## src/rtl/tcu_reset_seq_if.sv

```systemverilog
// Request/length/status bundle between a reset controller (master) and tcu_reset_seq (slave).
interface tcu_reset_seq_if #(
  parameter int NUM_CH = 4,
  parameter int CNT_W  = 8
);
  logic [NUM_CH-1:0]       req_i;
  logic                    req_all_i;
  logic [NUM_CH*CNT_W-1:0] len_i;
  logic [NUM_CH-1:0]       rst_o;
  logic                    busy_o;
  logic [NUM_CH-1:0]       done_o;

  modport master (
    output req_i, req_all_i, len_i,
    input  rst_o, busy_o, done_o
  );

  modport slave (
    input  req_i, req_all_i, len_i,
    output rst_o, busy_o, done_o
  );
endinterface

```

## src/rtl/tcu_reset_seq.sv

```systemverilog
// Multi-channel soft-reset pulse generator with power-on hold and per-channel done strobes.
// Define TCU_RESET_EXTEND_EN to let a request during an active pulse restart its length.
module tcu_reset_seq #(
  parameter int NUM_CH  = 4,
  parameter int CNT_W   = 8,
  parameter int POR_LEN = 16
) (
  input logic          clk_i,
  input logic          reset_i,
  tcu_reset_seq_if.slave bus
);

  localparam logic [0:0]       ST_IDLE   = 1'b0;
  localparam logic [0:0]       ST_ACTIVE = 1'b1;
  localparam logic [CNT_W-1:0] POR_INIT  = CNT_W'(POR_LEN - 1);

  logic [NUM_CH-1:0] state;
  logic [NUM_CH-1:0] state_next;
  logic [CNT_W-1:0]  cnt      [NUM_CH];
  logic [CNT_W-1:0]  cnt_next [NUM_CH];
  logic [CNT_W-1:0]  load_val [NUM_CH];
  logic [NUM_CH-1:0] trig;
  logic [NUM_CH-1:0] done;
  logic [NUM_CH-1:0] done_next;
  logic              busy;

  // A zero length is treated as a one-cycle pulse, so the reload value saturates at 0.
  always_comb begin
    for (int k = 0; k < NUM_CH; k++) begin
      trig[k] = bus.req_i[k] | bus.req_all_i;
      if (bus.len_i[k*CNT_W +: CNT_W] == '0)
        load_val[k] = '0;
      else
        load_val[k] = bus.len_i[k*CNT_W +: CNT_W] - CNT_W'(1);
    end
  end

  always_comb begin
    for (int k = 0; k < NUM_CH; k++) begin
      state_next[k] = state[k];
      cnt_next[k]   = cnt[k];
      done_next[k]  = 1'b0;
      if (state[k] == ST_IDLE) begin
        if (trig[k]) begin
          state_next[k] = ST_ACTIVE;
          cnt_next[k]   = load_val[k];
        end
      end else if (cnt[k] != '0) begin
`ifdef TCU_RESET_EXTEND_EN
        if (trig[k])
          cnt_next[k] = load_val[k];
        else
          cnt_next[k] = cnt[k] - CNT_W'(1);
`else
        cnt_next[k] = cnt[k] - CNT_W'(1);
`endif
      end else begin
`ifdef TCU_RESET_EXTEND_EN
        if (trig[k]) begin
          cnt_next[k] = load_val[k];
        end else begin
          state_next[k] = ST_IDLE;
          done_next[k]  = 1'b1;
        end
`else
        state_next[k] = ST_IDLE;
        done_next[k]  = 1'b1;
`endif
      end
    end
  end

  // Reset parks every channel in ACTIVE with the power-on count, so the hold reuses the pulse logic.
  always_ff @(posedge clk_i) begin
    if (reset_i) begin
      state <= {NUM_CH{ST_ACTIVE}};
      done  <= '0;
      busy  <= 1'b1;
      for (int k = 0; k < NUM_CH; k++)
        cnt[k] <= POR_INIT;
    end else begin
      state <= state_next;
      done  <= done_next;
      busy  <= |state_next;
      for (int k = 0; k < NUM_CH; k++)
        cnt[k] <= cnt_next[k];
    end
  end

  assign bus.rst_o  = state;
  assign bus.busy_o = busy;
  assign bus.done_o = done;

endmodule

```

## src/flat_wrapper.sv

```systemverilog
// flat-port wrapper written by rule: the top's interface ports become plain ports
module tcu_reset_seq_flat 
#(
  parameter int NUM_CH  = 4,
  parameter int CNT_W   = 8,
  parameter int POR_LEN = 16
)
  (clk_i, reset_i, bus_req_i, bus_req_all_i, bus_len_i, bus_rst_o, bus_busy_o, bus_done_o);
  tcu_reset_seq_if #(.NUM_CH(NUM_CH), .CNT_W(CNT_W)) bus_i ();
  input logic clk_i;
  input logic reset_i;
  input wire logic [$bits(bus_i.req_i)-1:0] bus_req_i;
  input wire logic [$bits(bus_i.req_all_i)-1:0] bus_req_all_i;
  input wire logic [$bits(bus_i.len_i)-1:0] bus_len_i;
  output wire logic [$bits(bus_i.rst_o)-1:0] bus_rst_o;
  output wire logic [$bits(bus_i.busy_o)-1:0] bus_busy_o;
  output wire logic [$bits(bus_i.done_o)-1:0] bus_done_o;
  assign bus_i.req_i = bus_req_i;
  assign bus_i.req_all_i = bus_req_all_i;
  assign bus_i.len_i = bus_len_i;
  assign bus_rst_o = bus_i.rst_o;
  assign bus_busy_o = bus_i.busy_o;
  assign bus_done_o = bus_i.done_o;
  tcu_reset_seq #(.NUM_CH(NUM_CH), .CNT_W(CNT_W), .POR_LEN(POR_LEN)) u_core (.clk_i(clk_i), .reset_i(reset_i), .bus(bus_i));
endmodule
```

## config.mk

```make
export PLATFORM = sky130hd
export DESIGN_NAME = tcu_reset_seq_flat
export DESIGN_NICKNAME = d
export VERILOG_FILES = /design/src/rtl/tcu_reset_seq_if.sv /design/src/rtl/tcu_reset_seq.sv /design/src/flat_wrapper.sv
export SDC_FILE = /design/constraint.sdc
export NUM_CORES = 1
export LEC_CHECK = 0
export CAP_MARGIN = 20
export CORE_MARGIN = 4
export CORE_UTILIZATION = 49
export CTS_CLUSTER_SIZE = 20
export DETAILED_ROUTE_END_ITERATION = 8
export PLACE_DENSITY = 0.79
export RECOVER_POWER = 100
export REMOVE_ABC_BUFFERS = 1
export SLEW_MARGIN = 10
export SYNTH_ARGS = -nofsm -noshare
export SYNTH_HDL_FRONTEND = slang
export SYNTH_SLANG_ARGS = --single-unit
```

## constraint.sdc

```tcl
create_clock -name clk_i -period 1.8 [get_ports clk_i]
set_input_delay 0.36 -clock clk_i [delete_from_list [all_inputs] [get_ports clk_i]]
set_output_delay 0.36 -clock clk_i [all_outputs]
set_load 0.01 [all_outputs]
```

Yosys cells after proc, flatten, opt, wreduce, memory -nomap -nowiden
Memory sizes are Yosys's and may differ from the RTL's. Index checks and enable logic that the tools add are counted.

Input bits: 39. Register bits after elaboration: 9. Memories: 1. Memory bits (writable): 32. Logic and storage cells: 79. Output and inout bits: 9.

Add/sub/neg operators: 8. Mux-type cells: 39. Bitwise logic cells: 12. Reductions and logical operators: 13.

Memories: u_core.cnt (words 4, bits a word 8, rd ports 4, clocked after Yosys merged registers in 0, wr ports 4, line tcu_reset_seq.sv:19) `logic [CNT_W-1:0] cnt [NUM_CH];`.

Operators by type and width (count): $mux 8 (20); $sub 8x1->8 const B (8); $logic_not 8->1 (4); $reduce_bool 8->1 (4); $mux 1 (19); $or 1x1->1 (8); $reduce_or 2->1 (4); $not 1->1 (4); $reduce_or 4->1 (1).

Depth between registers and ports, before layout
Depth after elaboration: 5. Mapped depth: 7. Depth with buffers taken out: 6.

Least setup slack after synthesis
Ideal clock, no wire load.

Path kind: register to register. Start point: register u_core.state[0], in the netlist u_core.bus.rst_o[0]. End point: register u_core.busy, in the netlist u_core.bus.busy_o. Setup slack: -0.143 ns. Path buffers: 1. Arrival: 1.809 ns. Clock period less this slack: 1.943 ns. Setup time: 0.134 ns. Stages on the path, launching flop included: 5. Data required time: 1.666 ns. Cell sequence: dfxtp_1 -> clkbuf_1 -> or4bb_1 -> o21ba_2 -> or4_1.

Word-level cells in the longest chain between the ends: 2.

RTL lines: start: declaration (line tcu_reset_seq.sv:17) `logic [NUM_CH-1:0] state;`; start signal: assignment (line tcu_reset_seq.sv:76) `state <= {NUM_CH{ST_ACTIVE}};`; start signal: assignment (line tcu_reset_seq.sv:82) `state <= state_next;`; $mux 1 (line tcu_reset_seq.sv:43) `if (state[k] == ST_IDLE) begin`; $reduce_or 4->1 (line tcu_reset_seq.sv:84) `busy <= |state_next;`; end signal: assignment (line tcu_reset_seq.sv:84); end: declaration (line tcu_reset_seq.sv:25) `logic busy;`.

Every way passes these cells. A chain may end at the register's enable or synchronous reset.

==> flow_summary.toml <==
[critical_path]
end_kind = "register"
crit_required_ns = 1.98
slowest_delay_ns = 0.49
timing.critical_path.fanout_max = 2
critical_path_buf_inv_count = 1
reg2regPathDepth = 5
worst-endpoint-arrival_ns = 2.00
critical_path.top_delay_family = "simple AND/OR/NAND/NOR gates"
timing.critical_path.cells = "inv_2, ha_4, or4bb_4, o21ba_4, or4_1"
r2r-end = "u_core.bus.busy_o"
critPathKind = "register to register"
ff2ff_setup_slack_ns = -0.02
r2r_start = "u_core.cnt[0][1]"
critPathLaunchType = "register"
slowest_stage_cell_cp = "or4_1"

[sta]
final-hold-violation-count = 0
post-route-min-period_ns = 1.819
fmax_mhz = 549.7
setup_repair_after_global_routing_missed_its_margin = "true"
min_period_over_period_pct = 101.1
maxSlewHeadroom_pct = 64.03
final_critical_path_setup_slack_ns = -0.01933
setup_total_negative_slack_ns = -0.02932
worstMarginPinSlew_ns = 0.5346
final_max_slew_viol_count = 0
whs_ns = 0.5210
clock_skew_ns = 0.007128
final-setup-viol-count = 2

[cts]
worst_skew_pair.late_latency_ns = 0.30
tritoncts.num_buffers = 5
htree_levels = 2
clock_tree_from_tritoncts = "yes"
postCtsHoldBufs = 0
cts.sinks = 41
clk_pin_slew_worst_paths_ns = 0.08
root_buffer = "clkbuf_8"
cts_max_path_buffers = 2

[logic_synthesis]
syn-instance-count = 376
synth.cell_area_mm2 = 0.003005
ys_seq_elements = 41
seq_area_frac_synth_pct = 27.31
synth-async-reset-ratio_pct = 0
post-synth-top-area-cell = "dfxtp_1"
synth.top_cells.by_count = "dfxtp_1 (41), inv_1 (30), o21ai_0 (28)"
yosys_most_used_dff = "dfxtp_1"
yosys.cell_count.top_type = "dfxtp_1"
post_synth_num_cell_types = 57
ys_warn_count = 0
synth_enable_flop_cells = 0
syn_area_per_cell_um2 = 7.993
post-synth-top-area-fraction_pct = 27.31
synth.top_cells.by_area = "dfxtp_1 (27%), ha_1 (6.7%), o21ai_0 (4.7%)"

[routing]
drcViolationCount = 0
detail_routed_via_count_per_cell = 6.221
detailroute.via_count = 3652
drt-wirelength-per-cell_um = 17.56
drt_iter0_markers = 344
drt_pre_antenna_iters = 5
route.final.wire_length_um = 10310
final_antenna_net_count = 0

[power_and_ir_drop]
p_comb_share_pct = 23.2
design_power_total_mw = 2.251
power.ir.vdd_worst_mv = 0.4232
clock_power_share_pct = 34.8
p_leak_nw = 1.954
internal_power_mw = 1.663
switching_share_pct = 26.12
power_switching_mw = 0.5879
sequentialPowerShare_pct = 42.1
pwr_density_cell_mw_per_mm2 = 487.9

[floorplan]
core-area_mm2 = 0.005921
rows = 28
floorplan.initialDensity_pct = 50.76
die_h_um = 86.32
design.die.area_mm2 = 0.007450
num_io_pins = 48
die_width_um = 86.32

[finish]
n_antenna_cell = 0
design.final.nets = 566
finish.utilization_pct = 77.92
areaGrowthSynthToFinish_pct = 53.50
drive_gt1_share_pct = 32.03
finalNonFillerCells = 587
fill_cells = 417
non_filler_cell_area_final_mm2 = 0.004613

[worst_hold_path]
hold_start = "u_core.cnt[0][7]"
worst_hold_path.num_cells = 2
hold_path_class = "register to register"
worstHoldEndpoint = "u_core.cnt[0][7]"

[grt]
via_count_of_the_first_global_routing_pass = 3496
grt_use_total_pct = 24.90
pin_count_of_the_biggest_net_entering_global_routing = 23
globalRouteOverflowTotal = 0
antenna_found_initial = 0
grt_pass1_wl_um = 15210

[placement]
placement_cell_area_mm2 = 0.004200
finalWeightedCongestion = 0.9272
placedCellCount = 575
place.port_buffers = 47
post-dp-hpwl_um = 6856
pre_cts_slack_ns = -0.5008

[flow_run]
maxCapViolCount = 0

[status]
outcome = "finished, violations left"
failed_checks = "setup timing"
==> worst max-delay path by stage <==
stage | from | endpoint | slack (ns) | cells after the start
finish | u_core.cnt[0][1] | u_core.bus.busy_o | -0.02 | 5
global route | bus_len_i[25] | u_core.cnt[0][24] | -0.09 | 7
CTS | u_core.cnt[0][1] | u_core.bus.busy_o | -0.03 | 5
detailed placement | bus_len_i[13] | u_core.cnt[0][15] | -0.50 | 5
global placement | bus_len_i[13] | u_core.cnt[0][15] | -0.45 | 5
floorplan | u_core.bus.rst_o[0] | u_core.bus.busy_o | -0.24 | 3
==> timing repair <==
| item | in CTS | in global routing |
|---|---|---|
| resized for setup | 29 | 53 |
| setup buffers | 3 | 1 |
| pin swaps | 10 | 10 |
| setup endpoints to repair | 23 | 31 |
==> worst register-to-register path, cell delays in order (launching register included) <==
cell and delay, ns:
dfxtp_2 0.33, inv_2 0.07, ha_4 0.13, or4bb_4 0.47, o21ba_4 0.22, or4_1 0.49
==> state kept, by name (all words and copies together) (netlist names) <==
register and flops:
u_core.cnt 32, u_core.bus.done_o 4, u_core.bus.rst_o 4, u_core.bus.busy_o 1
==> power groups by stage <==
stage,combinational [mW],sequential [mW],clock [mW]
2_1_floorplan,0.165,0.976,0
3_3_place_gp,0.446,0.964,0
3_5_place_dp,0.461,0.965,0
4_1_cts,0.477,0.946,0.792
5_1_grt,0.564,0.950,0.822
6_report,0.521,0.947,0.782
==> area by class of cell <==
type,instances,area (um2),area share [%]
clock buffer,7,86.33,1.871
clock inverter,1,30.03,0.6509
inverter,30,112.6,2.441
multi-input combinational,289,2233,48.41
sequential,41,827.0,17.93
tap,75,93.84,2.034
timing repair buffer,144,1230,26.66
==> metal layers <==
metal / wire [um] / global-route usage, % / part of all wire (%) / vias to the layer above
met4: 275 / 8.499 / 2.7 / 0
met5: 0 / 0 / 0 / -
met3: 665 / 3.612 / 6.5 / 36
met2: 5321 / 45.20 / 52 / 164
met1: 4043 / 29.88 / 39 / 1746
li1: - / - / - / 1706
==> cell families (layout without fill, tap and decap cells) <==
logic type | Yosys count | in the layout | share of synthesized area [%]
AND/OR/NAND/NOR | 132 | 132 | 26.39
AO/OA/AOI/OAI | 124 | 124 | 28.64
flip-flops | 41 | 41 | 27.31
buffers and inverters | 46 | 182 | 5.995
XOR/XNOR | 16 | 16 | 4.663
multiplexers | 1 | 1 | 0.3331
adder cells (fa/ha/maj) | 16 | 16 | 6.661
==> placed cells by master (no fill, tap or decap), types with 11 or more instances in the layout <==
| cell type | n |
|---|---|
| inv_1 | 25 |
| nor2_1 | 19 |
| dfxtp_1 | 36 |
| xor2_1 | 14 |
| buf_4 | 94 |
| a31oi_1 | 11 |
| nor3_1 | 19 |
| nand2_1 | 12 |
| a21oi_1 | 17 |
| clkdlybuf4s50_1 | 34 |
| ha_1 | 12 |
| o21ai_0 | 23 |
No activity file was read; power rests on OpenSTA's default activity.
==> RTL edit 1, RTL diff (same settings) <==
Add a define of `TCU_RESET_EXTEND_EN`.
--- a/src/rtl/tcu_reset_seq.sv
+++ b/src/rtl/tcu_reset_seq.sv
@@ -2,2 +2,4 @@
 // Define TCU_RESET_EXTEND_EN to let a request during an active pulse restart its length.
+`define TCU_RESET_EXTEND_EN
+
 module tcu_reset_seq #(
Formal check against the unedited RTL: not equivalent (a bounded check fails within 4 cycles, from zero or initial values and one cycle with reset_i high).
==> RTL edit 1 against the original RTL <==
- first-iteration DRC count shrank 69%
- sequential cell count is the same
- synthesized cell count shrank 8.5%
- via count shrank 18%
- synthesized area shrank 5.7%
- critical path type unchanged
- core utilization shrank 4.7 points
- sequential power grew 8%
- total power shrank 1.9%
- non-clock buffer count shrank 21
- final cell count shrank 8.3%
- cell area shrank 11%
- worst setup slack gained 0.026 ns
- clock skew is essentially flat
- routed wire length shrank 27%
==> RTL edit 1: results (changes against the original RTL) <==
Status
  – Status: complete, no violations

Worst setup path
  – Slowest stage cell, crit path: or3b_4
  – WP data arrival: 1.97 ns (-0.03 ns)
  – Worst-path maximum fanout: 5 (+3)
  – Crit-path max cell delay: 0.42 ns (-0.07 ns)

Placed design
  – Placed instance area: 3910 sq um (-7.0%)
  – Gpl congestion: 0.912 (-1.6%)
  – Post-DP HPWL: 5920 microns (-14%)

Routing
  – WL met3: 409 microns (-38%)
  – Initial DRT Pass Iterations: 4 (-1)
  – DRT met1 WL: 3250 microns (-20%)
  – Wire length per cell: 14.0 microns (-20%)
  – Initial detailed-routing violation count: 105 (-69%)
  – Routed vias/inst: 5.54 (-11%)
  – Met2 WL: 3730 microns (-30%)

Finish
  – # nets final: 520 (-8.1%)
  – Non-clock buffers: 123 (-15%)
  – FF/Latch Area: 823 sq um (-0.45%)
  – Clk cell area share: 0.0202 (-0.00500)
  – Final non-clock buffer share: 0.255 (-0.0117)
  – Final Non-Filler Cells: 538 (-8.3%)
  – Layout cells sized above 1: 0.253 (-0.0671)
  – # clk buffers: 6 (-1)
  – Fillers: 424 (+1.7%)
  – Multi-input gates: 272 (-5.9%)
  – Footprint of the multi-input gates: 1960 sq um (-12%)

Yosys
  – Post-Synthesis Cells: 344 (-8.5%)
  – Post-synthesis cell type count: 51 (-11%)
  – Seq/Total Area, Yosys: 0.290 (+0.0165)
  – Top post-synthesis cells by count: dfxtp_1, nor2_1, nand2_1
  – Synth area leaders: dfxtp_1, ha_1, mux2i_1

Clocking
  – Post-CTS Setup Bufs: 1 (-2)
  – Clock slew at reported path FFs: 0.08 ns (about the same)
  – Post-cts resize count: 5 (-83%)

Global route
  – GR Layer Usage met1: 0.237 (-0.0615)
  – Met2 global-route usage: 0.377 (-0.0754)
  – First-pass GRT wire length: 12200 microns (-20%)
  – Overall routing resource usage: 0.205 (-0.0443)
  – Largest net degree at the start of global routing: 13 (-43%)

Die
  – Total die area: 7060 sq um (-5.2%)

STA
  – Max transition margin: 0.730 (+0.0901)
  – Worst Skew: 0.00747 ns (+0.000342 ns)

Worst hold path
  – Min-Delay Path Class: flip-flop to flip-flop

Power
  – Max VDD drop: 0.388 mV (-8.4%)
  – PwrDens: 541 nW/um^2 (+11%)
RTL edit 1: cell count changes in the layout (fill, tap and decap cells not counted), moves of 7 or more:
cell / unedited run / this run
clkdlybuf4s50_1: 34 / 47
xnor2_1: 2 / 15
nor2_1: 19 / 26
o21ai_0: 23 / 16
nand2_1: 12 / 26
buf_4: 94 / 76
mux2i_1: 1 / 14
a31oi_1: 11 / 2
dlymetal6s2s_1: 8 / 0
RTL edit 1: cells by family after synthesis:
| family | count (synthesis) | share of synthesized area |
|---|---|---|
| adders and majority gates | 16 | 0.0706 |
| AOI/OAI and AO/OA | 89 | 0.220 |
| buffers and inverters | 31 | 0.0415 |
| muxes | 14 | 0.0494 |
| xor gates and xnor gates | 25 | 0.0773 |
| DFF | 41 | 0.290 |
| and+or+nand+nor | 128 | 0.251 |
RTL edit 1: path summary, 6_finish.rpt:
path / from / end / slack (ns) / cells after the start
setup / recovery: u_core.cnt[0][16] / u_core.bus.busy_o / 0.007 / 6
hold / removal: u_core.bus.rst_o[0] / u_core.bus.done_o[0] / 0.53 / 1
setup reg to reg: u_core.cnt[0][16] / u_core.bus.busy_o / 0.007 / 6
hold reg to reg: u_core.bus.rst_o[0] / u_core.bus.done_o[0] / 0.53 / 1
RTL edit 1: per-stage QoR:
stage	worst slack [ns]	total power [W]	hold slack (ns)
after floorplan	-0.112	0.00129	0.429
after global placement	-0.243	0.00158	0.500
after detailed placement	-0.262	0.00161	0.520
after CTS	0.000252	0.00219	0.531
after global routing	-0.215	0.00231	0.557
final	0.00664	0.00221	0.533
RTL edit 1: power breakdown:
part | switching [W] | internal [W] | leakage [nW]
Clock | 0.000320 | 0.000269 | 0.0450
Sequential | 0.0000593 | 0.000965 | 0.339
Combinational | 0.000270 | 0.000325 | 1.28
==> RTL edit 2, RTL diff (same settings) <==
Made on the original files. Reset style: asynchronous (`reset_i`), changed in one clocked block.
--- a/src/rtl/tcu_reset_seq.sv
+++ b/src/rtl/tcu_reset_seq.sv
@@ -73,3 +73,3 @@
   // Reset parks every channel in ACTIVE with the power-on count, so the hold reuses the pulse logic.
-  always_ff @(posedge clk_i) begin
+  always_ff @(posedge clk_i or posedge reset_i) begin
     if (reset_i) begin
Check against the original RTL: same outputs for any inputs over 10 cycles, from zero or initial values and one cycle with reset_i high; that may be too few to reach the edited logic, so the function may still have changed.
==> RTL edit 2 against the original RTL <==
- the run still ends with negative setup slack left
- sequential share of layout area increased by 5.2 points
- synthesized area decreased by 1.7%
- routed wire length decreased by 9.8%
- die area decreased by 1.5%
- cell area decreased by 1.3%
- worst setup slack got worse by 0.15 ns
- sequential cell count unchanged
- critical path type unchanged
- critical endpoint is now u_core.bus.busy_o
Power is not compared: it rests on default switching activity, and its combinational part moved more than twofold at a synthesized area within 25%.
==> RTL edit 2: results (changes against the original RTL) <==
Status
  – Status: finished with violations
  – Violated checks: negative setup slack

Worst setup path
  – Crit Reg-Reg Endpoint: u_core.bus.busy_o
  – RR Startpoint: u_core.cnt[0]
  – WP data arrival: 2.19 ns (+0.19 ns)
  – Slowest stage cell, crit path: or4b_4

STA
  – Max transition margin: 0.595 (-0.0455)
  – Setup violations, final: 23 (+21)
  – TNS Setup: -1.64 ns (-1.61 ns)
  – Setup ws final: -0.173 ns (-0.154 ns)

Yosys
  – Seq/Total Area, Yosys: 0.356 (+0.0831)
  – Synth area leaders: dfstp_2, dfrtp_1, ha_1
  – Post-synthesis cell type count: 59 (+3.5%)
  – Top post-synthesis cells by count: inv_1, o21ai_0, nor2_1
  – Main synth FF type: dfstp_2

Routing
  – Initial detailed-routing violation count: 185 (-46%)
  – Vias: 3354 (-8.2%)
  – Wire length per cell: 16.8 microns (-4.0%)
  – Final WL: 9300 microns (-9.8%)

Global route
  – Largest net degree at the start of global routing: 25 (+8.7%)
  – Number of global-route vias before repair: 3277 (-6.3%)
  – Overall routing resource usage: 0.238 (-0.0107)

Placed design
  – Placed Cells: 536 (-6.8%)
  – Post-DP HPWL: 6490 microns (-5.3%)

Finish
  – Fillers: 388 (-7.0%)
  – # nets final: 527 (-6.9%)
  – Layout cells sized above 1: 0.365 (+0.0445)

Worst hold path
  – Min-Delay Path Class: input port to asynchronous set/reset pin
## RTL edit 2: cell types whose count changed in the layout (fill, tap and decap cells not counted), sizes merged, moves of 9 or more
cell and change:
a221oi -10, dfrtp +20, dfstp +21, dfxtp -41, xnor2 +9, xor2 -12
## RTL edit 2: cell type report
| type | instances | area, sq um | area share |
|---|---|---|---|
| Multi-Input combinational cell | 254 | 1990 | 0.438 |
| Timing Repair Buffer | 144 | 1210 | 0.266 |
| Sequential cell | 41 | 1050 | 0.231 |
| Inverter | 30 | 115 | 0.0253 |
| Tap cell | 75 | 93.8 | 0.0206 |
| Clock buffer | 7 | 76.3 | 0.0168 |
| Clock inverter | 1 | 7.51 | 0.00165 |
## RTL edit 2: routing by layer
| metal | up-vias | part of all wire | global-route usage |
|---|---|---|---|
| met2 | 156 | 0.53 | 0.436 |
| met4 | 0 | 0.017 | 0.0820 |
| met1 | 1608 | 0.39 | 0.278 |
| met3 | 25 | 0.054 | 0.0432 |
| met5 | - | 0 | 0 |
| li1 | 1565 | - | - |
## RTL edit 2: kinds of logic after synthesis
kind of cell             count (synthesis)  share of synthesized area
buffers and inverters                   39                     0.0496
multiplexers                             7                     0.0246
AND/OR/NAND/NOR                        123                      0.234
AO/OA/AOI/OAI                           99                      0.247
adder cells (fa/ha/maj)                 12                     0.0508
XOR/XNOR                                13                     0.0385
flip-flops                              41                      0.356
## RTL edit 2: through the flow
step / hold WS (ns) / cell area [sq um] / utilization
6_report: 0.471 / 4550 / 0.773
5_1_grt: 0.501 / 4550 / 0.773
4_1_cts: 0.373 / 4370 / 0.742
3_5_place_dp: 0.483 / 4180 / 0.710
3_3_place_gp: 0.479 / 4180 / 0.710
2_1_floorplan: 0.442 / 2920 / -
## RTL edit 2: worst max path at each step
stage                        from           endpoint  cells after the start  slack (ns)
finish              u_core.cnt[0]  u_core.bus.busy_o                      6       -0.17
global route        u_core.cnt[0]  u_core.bus.busy_o                      6       -0.23
CTS                 u_core.cnt[0]  u_core.bus.busy_o                      6       -0.14
detailed placement   bus_len_i[1]     u_core.cnt[29]                      7       -0.60
global placement     bus_len_i[0]     u_core.cnt[29]                      5       -0.48
floorplan           u_core.cnt[0]  u_core.bus.busy_o                      6       -0.32
## RTL edit 2: power groups by stage
stage	Clock (W)	Sequential, W	Combinational, W
finish	0.000606	0.00190	0.00287
global route	0.000658	0.00196	0.00312
CTS	0.000606	0.00184	0.00257
detailed placement	0	0.00183	0.00242
global placement	0	0.00181	0.00232
floorplan	0	0.00182	0.00136
## RTL edit 2: repair_timing
item                       CTS  global route
resized for setup           40            47
hold buffers                 0             0
cloned                       0             1
setup buffers                4             3
setup endpoints to repair   31            27
pin swaps                   10            11
